## config.mk

```make
export PLATFORM = sky130hd
export DESIGN_NAME = pcs_receive_decode
export DESIGN_NICKNAME = d
export VERILOG_FILES = /design/src/rtl/pcs_receive_decode.sv
export SDC_FILE = /design/constraint.sdc
export NUM_CORES = 1
export LEC_CHECK = 0
export CORE_MARGIN = 1.5
export CORE_UTILIZATION = 50
export CTS_CLUSTER_DIAMETER = 150
export DETAILED_ROUTE_END_ITERATION = 10
export MAX_ROUTING_LAYER = met4
export PLACE_DENSITY_LB_ADDON = 0.2
export SYNTH_ARGS = -nofsm -noshare
export SYNTH_HDL_FRONTEND = slang
export SYNTH_SLANG_ARGS = --single-unit
```

## constraint.sdc

```tcl
create_clock -name clock -period 2.45 [get_ports clock]
set_input_delay 0.49 -clock clock [delete_from_list [all_inputs] [get_ports clock]]
set_output_delay 0.49 -clock clock [all_outputs]
set_load 0.005 [all_outputs]
```

## src/rtl/pcs_receive_decode.sv

```systemverilog
// rtl/pcs_receive_decode.sv - 1000BASE-X PCS receive: 10b/8b decode, reduced receive FSM, error counter
// Optional feature macro: RX_DISP_CHECK_EN (running-disparity checking of received groups).
module pcs_receive_decode #(
    parameter int          ERR_CNT_W = 8,
    parameter logic [7:0]  PREAMBLE  = 8'h55,
    parameter logic [7:0]  FC_CODE   = 8'h0E
) (
    input  logic                 clock,
    input  logic                 mr_main_reset,
    input  logic [9:0]           SUDI,
    input  logic                 rx_even,
    input  logic                 code_sync_status,
    output logic [7:0]           RXD,
    output logic                 RX_DV,
    output logic                 RX_ER,
    output logic [ERR_CNT_W-1:0] rx_err_cnt
);

    typedef enum logic [2:0] {
        LINK_FAILED, WAIT_FOR_K, RX_K, IDLE_D,
        FALSE_CARRIER, START_OF_PACKET, RECEIVE, TRR
    } state_t;

    typedef enum logic [2:0] {CL_K285, CL_S, CL_T, CL_R, CL_D, CL_BAD} cls_t;

    // abcdei -> {valid, EDCBA}; both disparity columns accepted
    function automatic logic [5:0] dec6(input logic [5:0] c);
        case (c)
            6'b100111, 6'b011000: dec6 = {1'b1, 5'd0};
            6'b011101, 6'b100010: dec6 = {1'b1, 5'd1};
            6'b101101, 6'b010010: dec6 = {1'b1, 5'd2};
            6'b110001:            dec6 = {1'b1, 5'd3};
            6'b110101, 6'b001010: dec6 = {1'b1, 5'd4};
            6'b101001:            dec6 = {1'b1, 5'd5};
            6'b011001:            dec6 = {1'b1, 5'd6};
            6'b111000, 6'b000111: dec6 = {1'b1, 5'd7};
            6'b111001, 6'b000110: dec6 = {1'b1, 5'd8};
            6'b100101:            dec6 = {1'b1, 5'd9};
            6'b010101:            dec6 = {1'b1, 5'd10};
            6'b110100:            dec6 = {1'b1, 5'd11};
            6'b001101:            dec6 = {1'b1, 5'd12};
            6'b101100:            dec6 = {1'b1, 5'd13};
            6'b011100:            dec6 = {1'b1, 5'd14};
            6'b010111, 6'b101000: dec6 = {1'b1, 5'd15};
            6'b011011, 6'b100100: dec6 = {1'b1, 5'd16};
            6'b100011:            dec6 = {1'b1, 5'd17};
            6'b010011:            dec6 = {1'b1, 5'd18};
            6'b110010:            dec6 = {1'b1, 5'd19};
            6'b001011:            dec6 = {1'b1, 5'd20};
            6'b101010:            dec6 = {1'b1, 5'd21};
            6'b011010:            dec6 = {1'b1, 5'd22};
            6'b111010, 6'b000101: dec6 = {1'b1, 5'd23};
            6'b110011, 6'b001100: dec6 = {1'b1, 5'd24};
            6'b100110:            dec6 = {1'b1, 5'd25};
            6'b010110:            dec6 = {1'b1, 5'd26};
            6'b110110, 6'b001001: dec6 = {1'b1, 5'd27};
            6'b001110:            dec6 = {1'b1, 5'd28};
            6'b101110, 6'b010001: dec6 = {1'b1, 5'd29};
            6'b011110, 6'b100001: dec6 = {1'b1, 5'd30};
            6'b101011, 6'b010100: dec6 = {1'b1, 5'd31};
            default:              dec6 = 6'd0;
        endcase
    endfunction

    // fghj -> {valid, HGF}; primary and alternate x.7 forms both accepted
    function automatic logic [3:0] dec4(input logic [3:0] c);
        case (c)
            4'b1011, 4'b0100:                   dec4 = {1'b1, 3'd0};
            4'b1001:                            dec4 = {1'b1, 3'd1};
            4'b0101:                            dec4 = {1'b1, 3'd2};
            4'b1100, 4'b0011:                   dec4 = {1'b1, 3'd3};
            4'b1101, 4'b0010:                   dec4 = {1'b1, 3'd4};
            4'b1010:                            dec4 = {1'b1, 3'd5};
            4'b0110:                            dec4 = {1'b1, 3'd6};
            4'b1110, 4'b0001, 4'b0111, 4'b1000: dec4 = {1'b1, 3'd7};
            default:                            dec4 = 4'd0;
        endcase
    endfunction

    state_t                 state_q, state_d;
    logic [7:0]             rxd_q, rxd_d;
    logic                   dv_q, dv_d, er_q, er_d;
    logic [ERR_CNT_W-1:0]   cnt_q, cnt_d;
    logic [5:0]             six;
    logic [3:0]             four;
    logic                   v6, v4, vk4, a7;
    logic [4:0]             x5;
    logic [2:0]             y3, yk3;
    logic [7:0]             rx_byte;
    cls_t                   cls;
    logic                   disp_ok;

`ifdef RX_DISP_CHECK_EN
    logic rd_q, rd_mid, rd_d;
    logic need_neg6, need_pos6, need_neg4, need_pos4;

    // Per-sub-block disparity legality and running-disparity update
    always_comb begin
        need_neg6 = ($countones(six) > 3) || (six == 6'b111000);
        need_pos6 = ($countones(six) < 3) || (six == 6'b000111);
        need_neg4 = ($countones(four) > 2) || (four == 4'b1100);
        need_pos4 = ($countones(four) < 2) || (four == 4'b0011);
        rd_mid    = rd_q;
        if (($countones(six) > 3) || (six == 6'b000111))      rd_mid = 1'b1;
        else if (($countones(six) < 3) || (six == 6'b111000)) rd_mid = 1'b0;
        rd_d      = rd_mid;
        if (($countones(four) > 2) || (four == 4'b0011))      rd_d = 1'b1;
        else if (($countones(four) < 2) || (four == 4'b1100)) rd_d = 1'b0;
        disp_ok   = !(need_neg6 && rd_q) && !(need_pos6 && !rd_q) &&
                    !(need_neg4 && rd_mid) && !(need_pos4 && !rd_mid);
    end

    // Running disparity follows every received group, valid or not
    always_ff @(posedge clock or negedge mr_main_reset) begin
        if (!mr_main_reset) rd_q <= 1'b0;
        else                rd_q <= rd_d;
    end
`else
    assign disp_ok = 1'b1;
`endif

    // Decode the code group and classify it
    always_comb begin
        six          = SUDI[9:4];
        four         = SUDI[3:0];
        {v6, x5}     = dec6(six);
        {v4, y3}     = dec4(four);
        // K28 groups under 110000 carry the complemented 4b pattern
        {vk4, yk3}   = dec4((six == 6'b110000) ? ~four : four);
        a7           = (four == 4'b0111) || (four == 4'b1000);
        rx_byte      = {y3, x5};
        cls          = CL_BAD;
        if (!disp_ok)
            cls = CL_BAD;
        else if ((six == 6'b001111) || (six == 6'b110000)) begin
            if (vk4 && (yk3 == 3'd5)) cls = CL_K285;
        end
        else if (a7 && ((six == 6'b111010) || (six == 6'b000101))) cls = CL_R;
        else if (a7 && ((six == 6'b110110) || (six == 6'b001001))) cls = CL_S;
        else if (a7 && ((six == 6'b101110) || (six == 6'b010001))) cls = CL_T;
        else if (a7 && ((six == 6'b011110) || (six == 6'b100001))) cls = CL_BAD;
        else if (v6 && v4) cls = CL_D;
    end

    // Receive FSM next state and next GMII outputs
    always_comb begin
        state_d = state_q;
        rxd_d   = rxd_q;
        dv_d    = 1'b0;
        er_d    = 1'b0;
        if (!code_sync_status) begin
            state_d = LINK_FAILED;
            if ((state_q == START_OF_PACKET) || (state_q == RECEIVE)) begin
                dv_d = 1'b1;
                er_d = 1'b1;
            end
        end else begin
            case (state_q)
                LINK_FAILED: state_d = WAIT_FOR_K;
                WAIT_FOR_K: if ((cls == CL_K285) && rx_even) state_d = RX_K;
                RX_K: begin
                    if ((cls == CL_D) && (rx_byte != 8'hB5) && (rx_byte != 8'h42))
                        state_d = IDLE_D;
                    else
                        state_d = WAIT_FOR_K;
                end
                IDLE_D: begin
                    if (cls == CL_K285)
                        state_d = RX_K;
                    else if (cls == CL_S) begin
                        state_d = START_OF_PACKET;
                        dv_d    = 1'b1;
                        rxd_d   = PREAMBLE;
                    end else begin
                        state_d = FALSE_CARRIER;
                        er_d    = 1'b1;
                        rxd_d   = FC_CODE;
                    end
                end
                FALSE_CARRIER: begin
                    if ((cls == CL_K285) && rx_even)
                        state_d = RX_K;
                    else begin
                        er_d  = 1'b1;
                        rxd_d = FC_CODE;
                    end
                end
                // The preamble was emitted on entry; the next group is payload
                START_OF_PACKET, RECEIVE: begin
                    case (cls)
                        CL_D: begin
                            state_d = RECEIVE;
                            dv_d    = 1'b1;
                            rxd_d   = rx_byte;
                        end
                        CL_T: state_d = TRR;
                        CL_K285: begin
                            state_d = RX_K;
                            dv_d    = 1'b1;
                            er_d    = 1'b1;
                        end
                        default: begin
                            state_d = RECEIVE;
                            dv_d    = 1'b1;
                            er_d    = 1'b1;
                        end
                    endcase
                end
                TRR: begin
                    state_d = WAIT_FOR_K;
                    er_d    = (cls != CL_R);
                end
                default: state_d = LINK_FAILED;
            endcase
        end
    end

    // Saturating error count, advancing together with RX_ER
    always_comb begin
        cnt_d = cnt_q;
        if (er_d && (cnt_q != {ERR_CNT_W{1'b1}})) cnt_d = cnt_q + 1'b1;
    end

    // State and output registers
    always_ff @(posedge clock or negedge mr_main_reset) begin
        if (!mr_main_reset) begin
            state_q <= LINK_FAILED;
            rxd_q   <= 8'h00;
            dv_q    <= 1'b0;
            er_q    <= 1'b0;
            cnt_q   <= '0;
        end else begin
            state_q <= state_d;
            rxd_q   <= rxd_d;
            dv_q    <= dv_d;
            er_q    <= er_d;
            cnt_q   <= cnt_d;
        end
    end

    assign RXD        = rxd_q;
    assign RX_DV      = dv_q;
    assign RX_ER      = er_q;
    assign rx_err_cnt = cnt_q;

endmodule

```

== After elaboration in Yosys (flattened, before gate mapping) ==
Memories as Yosys holds them, arrays and structs flattened.
Index checks and enable logic that the tools add are counted.

* Register bits: 21
* Memory bits (read-only): 512
* Input bits: 14
* Output and inout bits: 18
* Logic and storage cells: 98
* Memories kept: 3

* $add $sub $neg: 1
* Equal/unequal tests: 31
* Muxes and demuxes: 32
* Bitwise operators: 1
* Reduce and logical (&&, ||, !) cells: 25

{| class="wikitable"
|+ Memory list
! memory !! words !! width !! read ports !! clocked after Yosys merged registers in !! write ports !! RTL line !! RTL
|-
| (name not given) || 64 || 6 || 1 || 0 || 0 || 28 || <nowiki>case (c)</nowiki>
|-
| (name not given) || 16 || 4 || 1 || 0 || 0 || 67 || <nowiki>case (c)</nowiki>
|-
| (name not given) || 16 || 4 || 1 || 0 || 0 || 67 ||
|}

{| class="wikitable"
|+ Operator list
! operator !! count
|-
| equality test 6 bit, second input constant || 5
|-
| 2-to-1 mux 3 bit || 8
|-
| 2-to-1 mux 8 bit || 3
|-
| one-hot mux 8 bit (3 select lines) || 1
|-
| equality test 3 bit, second input constant || 6
|-
| != test 8 bit, second input constant || 2
|-
| one-hot mux 3 bit (5 select lines) || 1
|-
| 2-to-1 mux 1 bit || 13
|-
| equality test 6 x 4 -> 1 bit, second input constant || 2
|-
| equality test 6 x 5 -> 1 bit, second input constant || 2
|-
| logical AND 1 bit || 10
|-
| equality test 3 x 2 -> 1 bit, second input constant || 3
|-
| adder 8 x 1 -> 8 bit, second input constant || 1
|-
| != test 8 x 7 -> 1 bit, second input constant || 1
|-
| OR reduction 2 bit || 4
|-
| logical OR 1 bit || 7
|-
| 2-to-1 mux 7 bit || 1
|-
| equality test 3 x 1 -> 1 bit, second input constant || 2
|-
| equality test 6 x 3 -> 1 bit, second input constant || 1
|-
| zero test 3 bit || 2
|-
| != test 2 bit, second input constant || 3
|-
| != test 3 x 2 -> 1 bit, second input constant || 2
|-
| one-hot mux 3 bit (2 select lines) || 1
|-
| AND reduction 5 bit || 1
|-
| other kinds (8) || 8
|}

== Longest topological paths before layout ==
Gate-level depths: netlist (run 1).

* Word-level depth: 14
* Mapped depth: 10
* Depth with buffers taken out: 9

== Worst setup path after synthesis (run 1) ==
OpenSTA, ideal clock, no wires.

* Path kind: input to register
* From: input SUDI[4]
* To: register cnt_q[6] (netlist: rx_err_cnt[6])
* Library setup time: 0.125 ns
* Arrival time: 2.663 ns
* Required time: 2.325 ns
* Setup slack: -0.338 ns
* Cell stages on the path: 10
* Path buffers: 1
* Cells stage by stage: clkbuf_1 -> inv_1 -> ha_1 -> and3_1 -> o21ai_0 -> a21boi_1 -> o311a_1 -> or3_1 -> nand3_1 -> mux2_2

* Longest elaborated chain between the ends: 14
* Elaborated cells between the ends (all ways): 46
* Classes of those cells: eq/ne (15); mux (14); reduce/logical (15); memory (2)

{| class="wikitable"
|+ RTL lines
! what !! RTL line !! RTL
|-
| start: declaration || 10 || <nowiki>input logic [9:0] SUDI,</nowiki>
|-
| memory read (64 x 6 bit) (tied with other cells) || -- ||
|-
| logical AND 1 bit / logical OR 1 bit (equally long branches) || 142, 141 ||
|-
| 2-to-1 mux 1 bit / logical AND 1 bit (equally long branches) || 142, 141 ||
|-
| 2-to-1 mux 1 bit || 141 || <nowiki>else if (a7 && ((six == 6'b011110) || (six == 6'b100001))) cls = CL_BAD;</nowiki>
|-
| 2-to-1 mux 3 bit || 140 || <nowiki>else if (a7 && ((six == 6'b101110) || (six == 6'b010001))) cls = CL_T;</nowiki>
|-
| 2-to-1 mux 3 bit || 139 || <nowiki>else if (a7 && ((six == 6'b110110) || (six == 6'b001001))) cls = CL_S;</nowiki>
|-
| 2-to-1 mux 3 bit || 138 || <nowiki>else if (a7 && ((six == 6'b111010) || (six == 6'b000101))) cls = CL_R;</nowiki>
|-
| 2-to-1 mux 3 bit * || 135 || <nowiki>else if ((six == 6'b001111) || (six == 6'b110000)) begin</nowiki>
|-
| equality test 3 bit (tied with other cells) || 190 || <nowiki>case (cls)</nowiki>
|-
| OR reduction 2 bit (no source line) (tied with other cells) || -- ||
|-
| 2-to-1 mux 1 bit (on tied branches) || 190, 168, 181 ||
|-
| one-hot mux 1 bit (4 select lines) * || 158 || <nowiki>case (state_q)</nowiki>
|-
| 2-to-1 mux 1 bit * || 151 || <nowiki>if (!code_sync_status) begin</nowiki>
|-
| net er_d || 82 || <nowiki>logic dv_q, dv_d, er_q, er_d;</nowiki>
|-
| logical AND 1 bit * || 221 || <nowiki>if (er_d && (cnt_q != {ERR_CNT_W{1'b1}})) cnt_d = cnt_q + 1'b1;</nowiki>
|-
| end signal: assignment || 237 || <nowiki>cnt_q <= cnt_d;</nowiki>
|-
| end: declaration || 83 || <nowiki>logic [ERR_CNT_W-1:0] cnt_q, cnt_d;</nowiki>
|}

The timed path passes the listed nets; every way through them passes the cells marked *.
A chain may end at the register's enable or synchronous reset.

== Final worst setup path (run 1) ==
* From: input SUDI[7]
* To: register rxd_q[5] (netlist: RXD[5])

* Longest elaborated chain between the ends: 12
* Elaborated cells between the ends (all ways): 39
* Classes of those cells: eq/ne (15); mux (8); reduce/logical (14); memory (2)

{| class="wikitable"
|+ RTL lines
! what !! RTL line !! RTL
|-
| memory read (64 x 6 bit) (tied with other cells) || -- ||
|-
| logical AND 1 bit / logical OR 1 bit (equally long branches) || 142, 141 ||
|-
| 2-to-1 mux 1 bit / logical AND 1 bit (equally long branches) || 142, 141 ||
|-
| 2-to-1 mux 1 bit || 141 ||
|-
| 2-to-1 mux 3 bit || 140 ||
|-
| 2-to-1 mux 3 bit || 139 ||
|-
| 2-to-1 mux 3 bit || 138 ||
|-
| 2-to-1 mux 3 bit * || 135 ||
|-
| zero test 3 bit || 168, 181 ||
|-
| logical AND 1 bit || 181 || <nowiki>if ((cls == CL_K285) && rx_even)</nowiki>
|-
| != test 2 bit (no source line) || -- ||
|-
| AND reduction 5 bit (no source line) * || -- ||
|-
| end signal: assignment || 234 || <nowiki>rxd_q <= rxd_d;</nowiki>
|-
| end: declaration || 81 || <nowiki>logic [7:0] rxd_q, rxd_d;</nowiki>
|}

Mark *: on every way between the ends. The rest lies on a longest branch, timed or not.

==> impl_metrics.ini, run 1 <==
[power]
p_leak_nw = 1.406
power_density_mw_per_mm2 = 387.1
vdd_drop_max_mv = 0.1995

[worst_hold_path]
hold_path.class = reg2reg

[clocking]
cts_buffer_depth = 2
htreeDepth = 1
cts_buffers = 3
clk_pin_slew_ns = 0.08
clock-sinks = 21
clock-root-buffer = clkbuf_8
tritoncts = built
insertion_delay_ns = 0.26

[placement]
place_congestion = 1.072
dp_hpwl_um = 4668
placedCellCount = 384
io_buffers = 31

[run_status]
run_status = finished, final reports clean

[yosys]
syn_nets = 289
yosys.area.top_type = dfrtp_1
ys_ff_latch = 21
syn_area_mm2 = 0.002136
synth_warnings = 0
netlist_top_cells_area = dfrtp_1 (25%), ha_1 (5.3%), mux2_2 (4.7%), o21ai_0 (4.0%), nand2_1 (3.9%)
synthArstFlopShare = 1.000
seq_area_frac_synth = 0.2460
synth.avg_cell_area_um2 = 8.029
synth_flop_cell = dfrtp_1
synth_edf_count = 0
yosysUniqueCellTypes = 64
synth_top_area_share = 0.2460
syn_inst = 266

[final_layout]
fin_nets = 373
syn2layout_area_growth_pct = 53.08
finalNonFillerCells = 399
drive_gt1_frac = 0.3811
antennaDiodeCount = 0

[global_routing]
grtUsageTotal = 0.2928
overflow = 0
grt_pass1_vias = 2221
antenna_found_initial = 0
grt_pass1_wl_um = 10050
grt_max_degree = 22

[die]
coreArea_mm2 = 0.004058
initial_core_util = 0.5264
dieArea_mm2 = 0.004672
die_h_um = 68.36
die_w_um = 68.36
ios = 32
row_count = 23

[route]
vias = 2480
wire_per_inst_um = 17.17
drtPass1Iterations = 5
remaining_drc_errors = 0
routed_wl_um = 6851
viasPerCell = 6.216
first_iter_violations = 237
drtAntennaViolNets = 0

[timing]
fin_crit_ns = 2.449
max_slew_margin = 0.6770
finalHoldViolations = 0
clock_skew_ns = 0.001588
fmax_mhz = 408.3
slew_violations = 0
post-route-period-util = 0.9997
fin_tns_setup_ns = 0
worst_slew_pin_slew_ns = 0.4808
setup_violations = 0

[setup_path]
path_max_fanout = 10
crit_arrival_ns = 2.60
crit_type = in2reg
start_kind = input port
endpoint_kind = flop
required_ns = 2.60

[flow_run]
maxCapViolCount = 0
[critical path, cell delays in order]
cell and delay (ns):
dlygate4sd2_1 0.28, buf_6 0.16, or3b_4 0.38, a22o_1 0.27, a21boi_4 0.18, buf_6 0.12
nor3_4 0.04, a21oi_2 0.17, nor4_4 0.06, buf_4 0.16, mux2_4 0.29
[Yosys cell counts (all sizes together) (8+ instances only)]
master / count
a21oi: 12
a31oi: 8
buf: 10
dfrtp: 21
ha: 9
inv: 14
mux2: 10
nand2: 22
nand2b: 13
nor2: 22
nor2b: 9
o21ai: 18
[final cells by class]
class	instances	area, um^2
repair buffers	95	797.0
flip-flops and latches	21	525.5
clock inverters	1	5.005
inverters	14	60.06
clock buffers	3	41.29
fillers	266	788.3
multi-input cells	215	1778
well taps	50	62.56
[power breakdown]
group          total [mW]  switching (mW)  internal (mW)
logic               0.583           0.276          0.307
registers           0.452          0.0574          0.394
clock network       0.231           0.118          0.113
[placed cells by master, fill, tap and decap left out, drive strengths merged, types with 3 or more instances in the layout]
cell type      synthesis  routed
o21bai                 4       4
o21ai                 18      18
dfrtp                 21      21
nor3b                  4       4
o22ai                  6       6
or2                    3       3
clkdlybuf4s50          0      21
clkbuf                 6       7
nor3                   6       6
nor2b                  9       9
nand2                 22      22
xor2                   6       6
a21oi                 12      12
nor4                   3       3
nand3                  6       6
ha                     9       9
a311oi                 3       3
inv                   14      14
nor2                  22      22
a31oi                  8       8
mux2i                  4       4
dlygate4sd2            0       5
nand2b                13      13
xnor2                  3       3
mux2                  10      10
a32oi                  3       3
buf                   10      65
[per-stage QoR]
stage / util / hold slack [ns] / instance area (um^2) / setup slack, ns / power, mW
6_report: 0.8057 / 0.4888 / 3269 / 0.0007918 / 1.266
4_1_cts: 0.7817 / 0.4902 / 3172 / 0.005644 / 1.226
3_3_place_gp: 0.7188 / 0.4749 / 2917 / -0.7404 / 0.9443
5_1_grt: 0.8057 / 0.5119 / 3269 / -0.02401 / 1.343
3_5_place_dp: 0.7188 / 0.4827 / 2917 / -0.7953 / 0.9583
2_1_floorplan: - / 0.1944 / 2251 / -0.05262 / 0.7137
[registers in the layout, summed over array words and instances (netlist names)]
name	count
RXD	8
RX_DV	1
RX_ER	1
rx_err_cnt	8
state_q	3
[routing by layer]
layer | part of all wire | GRT usage | up-vias | wire length [um]
met5 | 0 | - | - | 0
met4 | 0.033 | 0.07500 | 0 | 224
met3 | 0.082 | 0.03618 | 27 | 563
met2 | 0.50 | 0.5036 | 158 | 3405
met1 | 0.39 | 0.3624 | 1157 | 2657
li1 | - | - | 1138 | -
[what timing repair did]
action | 4_1_cts | 5_1_grt
pin swaps | 22 | 13
endpoints found under the setup margin | 17 | 16
setup buffers | 7 | 4
gates resized for setup | 54 | 24
hold buffers | 0 | 0
[cells by family after synthesis]
family / synth area share
and+or+nand+nor: 0.2613
AOI/OAI and AO/OA: 0.2660
DFF: 0.2460
muxes: 0.07147
buffers and inverters: 0.06092
adders and majority gates: 0.05741
xor gates and xnor gates: 0.03691
[final timing paths]
kind / startpoint / end / slack [ns] / depth (start not counted)
worst max-delay path: SUDI[7] / RXD[5]$_DFFE_PN0P_ / 0.0008 / 11
worst min-delay path: rx_err_cnt[4]$_DFFE_PN0P_ / rx_err_cnt[4]$_DFFE_PN0P_ / 0.49 / 1
worst max register to register: state_q[1]$_DFFE_PN0P_ / rx_err_cnt[0]$_DFFE_PN0P_ / 0.24 / 9
worst min register to register: rx_err_cnt[4]$_DFFE_PN0P_ / rx_err_cnt[4]$_DFFE_PN0P_ / 0.49 / 1
max in group asynchronous: mr_main_reset / RXD[3]$_DFFE_PN0P_ / 1.66 / 2
min in group asynchronous: mr_main_reset / state_q[0]$_DFFE_PN0P_ / 0.57 / 2
(Power assumes the default switching activity.)
==> run 2, diff against run 1 <==
- CTS_CLUSTER_SIZE: default -> 24
==> results of run 2 <==
Final layout, timing and power as in run 1 (identical DEF).
